--- src/rtl/c174_lane_scheduler_if.sv ---
// Job/result handshake bundle between the vector source and the lane scheduler.
// Both channels are valid/ready: a transfer happens on a rising edge where valid && ready.
interface c174_lane_scheduler_if;
   logic       in_valid;
   logic       in_ready;
   logic [4:0] in_data;
   logic       out_valid;
   logic       out_ready;
   logic [1:0] out_lane;
   logic [1:0] out_data;

   modport slave (
      input  in_valid, in_data, out_ready,
      output in_ready, out_valid, out_lane, out_data
   );

   modport master (
      output in_valid, in_data, out_ready,
      input  in_ready, out_valid, out_lane, out_data
   );
endinterface

--- src/rtl/c174_lane_scheduler.sv ---
// Wear-levelling dispatcher for the four c17 lanes: each job goes to the least-used
// enabled lane, idle lanes see a fixed stress pattern, and the lane result comes back.
module c174_lane_scheduler #(
   parameter int unsigned CNT_W    = 16,
   parameter logic [4:0]  IDLE_PAT = 5'b00000
) (
   input  logic                 clk,
   input  logic                 rst_n,
   c174_lane_scheduler_if.slave bus,
   input  logic [3:0]           i_lane_en,
   output logic [19:0]          o_vec,
   input  logic [7:0]           i_res,
   input  logic                 i_cnt_clr,
   input  logic [1:0]           i_cnt_sel,
   output logic [CNT_W-1:0]     o_cnt_rd
);

   logic [CNT_W-1:0] r_cnt [4];
   logic             r_d_valid;
   logic [1:0]       r_d_lane;
   logic [19:0]      r_vec;
   logic             r_out_valid;
   logic [1:0]       r_out_lane;
   logic [1:0]       r_out_data;

   logic             w_any_en;
   logic             w_s2_free;
   logic             w_s1_adv;
   logic             w_in_ready;
   logic             w_accept;
   logic             w_found;
   logic [1:0]       w_sel;
   logic [CNT_W-1:0] w_min;
   logic [19:0]      w_vec_nxt;
   logic [1:0]       w_lane_res;

   assign w_any_en   = |i_lane_en;
   assign w_s2_free  = !r_out_valid || bus.out_ready;
   assign w_s1_adv   = w_s2_free;
   assign w_in_ready = w_any_en && (!r_d_valid || w_s1_adv);
   assign w_accept   = bus.in_valid && w_in_ready;

   // Strict less-than keeps the lowest index on a tie.
   always_comb begin
      w_sel   = 2'd0;
      w_found = 1'b0;
      w_min   = '1;
      for (int i = 0; i < 4; i++) begin
         if (i_lane_en[i] && (!w_found || (r_cnt[i] < w_min))) begin
            w_found = 1'b1;
            w_min   = r_cnt[i];
            w_sel   = 2'(i);
         end
      end
   end

   always_comb begin
      w_vec_nxt = {4{IDLE_PAT}};
      for (int i = 0; i < 4; i++) begin
         if (w_sel == 2'(i)) begin
            w_vec_nxt[19-5*i -: 5] = bus.in_data;
         end
      end
   end

   always_comb begin
      w_lane_res = 2'b00;
      case (r_d_lane)
         2'd0:    w_lane_res = i_res[7:6];
         2'd1:    w_lane_res = i_res[5:4];
         2'd2:    w_lane_res = i_res[3:2];
         default: w_lane_res = i_res[1:0];
      endcase
   end

   // vec is only rewritten on accept so idle lanes are not toggled between jobs.
   always_ff @(posedge clk or negedge rst_n) begin
      if (!rst_n) begin
         r_d_valid <= 1'b0;
         r_d_lane  <= 2'd0;
         r_vec     <= {4{IDLE_PAT}};
      end else if (w_accept) begin
         r_d_valid <= 1'b1;
         r_d_lane  <= w_sel;
         r_vec     <= w_vec_nxt;
      end else if (w_s1_adv) begin
         r_d_valid <= 1'b0;
      end
   end

   always_ff @(posedge clk or negedge rst_n) begin
      if (!rst_n) begin
         r_out_valid <= 1'b0;
         r_out_lane  <= 2'd0;
         r_out_data  <= 2'b00;
      end else if (w_s2_free) begin
         r_out_valid <= r_d_valid;
         if (r_d_valid) begin
            r_out_lane <= r_d_lane;
            r_out_data <= w_lane_res;
         end
      end
   end

   // Clear has priority over the same-edge increment.
   always_ff @(posedge clk or negedge rst_n) begin
      if (!rst_n) begin
         for (int i = 0; i < 4; i++) r_cnt[i] <= '0;
      end else if (i_cnt_clr) begin
         for (int i = 0; i < 4; i++) r_cnt[i] <= '0;
      end else if (w_accept && (r_cnt[w_sel] != {CNT_W{1'b1}})) begin
         r_cnt[w_sel] <= r_cnt[w_sel] + 1'b1;
      end
   end

   assign bus.in_ready  = w_in_ready;
   assign bus.out_valid = r_out_valid;
   assign bus.out_lane  = r_out_lane;
   assign bus.out_data  = r_out_data;
   assign o_vec         = r_vec;
   assign o_cnt_rd      = r_cnt[i_cnt_sel];

endmodule

--- src/flat_wrapper.sv ---
// flat-port wrapper written by rule: the top's interface ports become plain ports
module c174_lane_scheduler_flat 
#(
   parameter int unsigned CNT_W    = 16,
   parameter logic [4:0]  IDLE_PAT = 5'b00000
)
  (clk, rst_n, i_lane_en, o_vec, i_res, i_cnt_clr, i_cnt_sel, o_cnt_rd, bus_in_valid, bus_in_data, bus_out_ready, bus_in_ready, bus_out_valid, bus_out_lane, bus_out_data);
  c174_lane_scheduler_if bus_i ();
  input  logic clk;
  input  logic rst_n;
  input  logic [3:0] i_lane_en;
  output logic [19:0] o_vec;
  input  logic [7:0] i_res;
  input  logic i_cnt_clr;
  input  logic [1:0] i_cnt_sel;
  output logic [CNT_W-1:0] o_cnt_rd;
  input wire logic [$bits(bus_i.in_valid)-1:0] bus_in_valid;
  input wire logic [$bits(bus_i.in_data)-1:0] bus_in_data;
  input wire logic [$bits(bus_i.out_ready)-1:0] bus_out_ready;
  output wire logic [$bits(bus_i.in_ready)-1:0] bus_in_ready;
  output wire logic [$bits(bus_i.out_valid)-1:0] bus_out_valid;
  output wire logic [$bits(bus_i.out_lane)-1:0] bus_out_lane;
  output wire logic [$bits(bus_i.out_data)-1:0] bus_out_data;
  assign bus_i.in_valid = bus_in_valid;
  assign bus_i.in_data = bus_in_data;
  assign bus_i.out_ready = bus_out_ready;
  assign bus_in_ready = bus_i.in_ready;
  assign bus_out_valid = bus_i.out_valid;
  assign bus_out_lane = bus_i.out_lane;
  assign bus_out_data = bus_i.out_data;
  c174_lane_scheduler #(.CNT_W(CNT_W), .IDLE_PAT(IDLE_PAT)) u_core (.clk(clk), .rst_n(rst_n), .bus(bus_i), .i_lane_en(i_lane_en), .o_vec(o_vec), .i_res(i_res), .i_cnt_clr(i_cnt_clr), .i_cnt_sel(i_cnt_sel), .o_cnt_rd(o_cnt_rd));
endmodule
--- config.mk ---
export PLATFORM = sky130hd
export DESIGN_NAME = c174_lane_scheduler_flat
export DESIGN_NICKNAME = d
export VERILOG_FILES = /design/src/rtl/c174_lane_scheduler_if.sv /design/src/rtl/c174_lane_scheduler.sv /design/src/flat_wrapper.sv
export SDC_FILE = /design/constraint.sdc
export NUM_CORES = 1
export LEC_CHECK = 0
export CELL_PAD_IN_SITES_DETAIL_PLACEMENT = 0
export CELL_PAD_IN_SITES_GLOBAL_PLACEMENT = 1
export CORE_MARGIN = 5
export CORE_UTILIZATION = 45
export CTS_CLUSTER_DIAMETER = 150
export DETAILED_ROUTE_END_ITERATION = 16
export DONT_BUFFER_PORTS = 1
export PLACE_DENSITY_LB_ADDON = 0.1
export SETUP_SLACK_MARGIN = 0.3
export SLEW_MARGIN = 40
export SYNTH_ARGS = -nofsm -noshare
export SYNTH_HDL_FRONTEND = slang
export SYNTH_SLANG_ARGS = --single-unit
--- constraint.sdc ---
create_clock -name clk -period 8.8 [get_ports clk]
set_input_delay 1.76 -clock clk [delete_from_list [all_inputs] [get_ports clk]]
set_output_delay 1.76 -clock clk [all_outputs]
set_load 0.03 [all_outputs]
==> results.md <==
- Outcome: complete, but fails checks
- Failing checks: setup timing
- Routed wire length per instance: 25.7 um
- Setup WS pre-CTS: -1090 ps
- Synth area leader: dfrtp_1
- Max-slew headroom: 0.353
- Crit-path slowest cell: or3_4
- # rows: 45
- Die W: 134 um
- Power per cell area: 356 mW/mm^2
- Int Power: 0.00183 W
- CTS tree: done
- Total GRT Usage: 0.307
- Setup Crit Path Kind: input port to register
- Mapped Cells: 744
- Worst-Skew Late Latency: 340 ps
- Syn_nets: 812
- Final setup fails: 62
- Initial antenna violation count: 1
- Kind of end point of the critical path: register
- I/O pins: 66
- Layout cells sized above 1: 0.397
- Top-count cell post-synth: dfrtp_1
- Die area: 0.0179 mm^2
- Fmax: 0.111 GHz
- Crit path launch type: input port
- Cell leakage power: 4.13 nW
- Initial Util: 0.456
- Number of max-cap violations: 0
- Antenna fix cells: 0
- Avg Vias per Cell: 6.59
- Combinational group share of total power: 0.663
- Final worst path period share: 1.02
- # port buffers: 0
- Area Growth Syn to Fin: 39.7%
- Min cycle time layout: 8970 ps
- Prevailing post-synth register cell: dfrtp_1
- Net load switching power: 0.00161 W
- Final Hold Fails: 0
- Yosys top cell area share: 0.334
- Via count: 7116
- Ranking of synthesized cells by area: dfrtp_1 (33%), ha_1 (8.0%), mux4_2 (5.9%)
- DR iter-0 viols: 637
- Cells after DPL: 1000
- Final HPWL DP: 19.4 mm
- Unrepaired setup endpoints after global routing: yes
- Remaining DRCs: 0
- Slew @ Worst Pin: 962 ps
- First-pass GRT wire length: 42.4 mm
- CTS H-Tree Depth: 3
- Worst vdd ir: 0.248 mV
- DIE HEIGHT: 134 um
- Switching Share: 0.469
- Number of routed nets with antenna violations: 0
- Largest net degree at the start of global routing: 93
- Clk sinks: 92
- Root Buffer: clkbuf_16
- EDFF count, synth: 0
- Clock skew: 7.59 ps
- Min-delay worst type: register to register
- Grt total ovfl: 0
- CP peak stage delay: 400 ps
- Routability-driven placement congestion ratio: 0.944
- Async set-reset flop share out of synthesis: 1.00
- Seq/Total Area, Yosys: 0.334
- Clock share of power: 0.109
- Yosys cell types: 72
- Synth warn: 0
- CP max FO: 20
- Placed Instance Area: 0.00808 mm^2
- Clk buf depth: 2
- Vias in the first global route: 7197
- Final WL: 27.8 mm
- CTS clk-pin slew, worst paths: 70 ps
- Cell area after synthesis: 0.00690 mm^2
- Worst Setup Slack, final: -173 ps
- Final nets: 954
- Worst Path Arrival: 9230 ps
- Total Power: 0.00344 W
- Finished Layout Cells: 1079
- Cell area after layout: 0.00964 mm^2
- Post-synthesis register bit count: 92
- Syn avg cell area: 9.27 um^2
- Sequential power share: 0.229
- Req. time, crit path: 9060 ps
- Top post-synthesis cells by count: dfrtp_1 (92), nand2_1 (83), o21ai_0 (55), a21oi_1 (52), ha_1 (44)
- TritonCTS buffer count: 9
- Core area: 0.0151 mm^2
- First drt pass iteration count: 7
- Final slew viol count: 0
stage by stage:
stage | utilization | setup TNS [ps] | hold slack (ps)
3_3_place_gp | 0.533 | -47080 | 492
5_1_grt | 0.637 | -23550 | 567
2_1_floorplan | - | -48090 | 474
4_1_cts | 0.619 | -277 | 522
3_5_place_dp | 0.533 | -53600 | 510
6_report | 0.637 | -7270 | 515
cells by family (layout without fill, tap and decap cells):
group / Yosys count / in the layout / synth area share
flops: 92 / 92 / 0.334
xor+xnor: 21 / 21 / 0.0267
fa+ha+maj: 44 / 44 / 0.0798
simple gates: 242 / 246 / 0.176
compound gates: 236 / 236 / 0.235
mux: 54 / 54 / 0.114
buf+inv: 55 / 198 / 0.0352
metal layers:
| metal | share of wire | global-route usage | vias up | routed length, um |
|---|---|---|---|---|
| met4 | 0.055 | 0.147 | 2 | 1530 |
| met5 | 0.00047 | 0 | - | 13 |
| met2 | 0.46 | 0.481 | 358 | 12900 |
| met1 | 0.42 | 0.414 | 3526 | 11500 |
| li1 | - | - | 3111 | - |
| met3 | 0.066 | 0.0551 | 119 | 1830 |
cell type report:
type                       count  area (um^2)
clock buffer                  12          256
multi-input combinational    601         5240
tap                          188          235
timing repair buffer         170         1530
sequential                    92         2300
inverter                      12         45.0
fill                        1241         5500
clock inverter                 4         32.5
flip-flops by register name (all words and copies together), names as in the netlist:
name,count
u_core.o_vec,20
u_core.r_d_lane,2
u_core.r_d_valid,1
u_core.bus.out_valid,1
u_core.r_cnt,64
u_core.bus.out_data,2
u_core.bus.out_lane,2
worst max-delay path, delay by kind of cell:
family | cells | cell delay (ps)
multiplexers | 2 | 370
AO/OA/AOI/OAI | 18 | 3110
AND/OR/NAND/NOR | 9 | 1820
buffers and inverters | 8 | 1150
adder cells (fa/ha/maj) | 4 | 970
path summary, 6_finish.rpt:
check	start	to	slack, ps	cells past startpoint
min reg2reg	u_core.r_d_valid	u_core.bus.out_valid	520	1
max reg2reg	u_core.r_cnt[61]	u_core.r_cnt[54]	770	41
min in group asynchronous	rst_n	u_core.r_cnt[32]	1120	0
max	i_lane_en[0]	u_core.r_cnt[54]	-170	41
min	u_core.r_d_valid	u_core.bus.out_valid	520	1
max in group asynchronous	rst_n	u_core.r_cnt[60]	7510	0
cells in the final DEF, fill, tap and decap left out, drive strengths merged, types with 3 or more instances in the layout:
cell,count
buf,169
dfrtp,92
nand2,83
o21ai,58
a21oi,53
nor2,45
ha,44
nand3,31
a22o,27
nor2b,23
mux2i,22
mux4,18
and3,18
o2bb2ai,18
xnor2,17
mux2,14
clkbuf,13
nand4,12
inv,12
a21o,10
a211oi,9
o21a,7
nor3,7
a31oi,6
o211ai,5
or3,5
xor2,4
o22ai,4
a31o,4
nor4,4
nand3b,3
and2,3
o311ai,3
a2bb2o,3
or2,3
o211a,3
o221ai,3
power groups by stage:
stage,Combinational (W),Sequential [W],Clock (W)
2_1_floorplan,0.00111,0.000703,0
3_3_place_gp,0.00159,0.000777,0
3_5_place_dp,0.00160,0.000779,0
4_1_cts,0.00211,0.000776,0.000381
5_1_grt,0.00240,0.000790,0.000400
6_report,0.00228,0.000785,0.000373
repair_timing:
item                                    in CTS  in global routing
cloned                                       7                  2
hold buffers                                 0                  0
endpoints found under the setup margin      64                 64
resized for setup                          122                 44
pin swaps                                   54                 29
setup buffers                               48                  6
hold endpoints to repair                     0                  0
No activity file was read; power rests on OpenSTA's default activity.
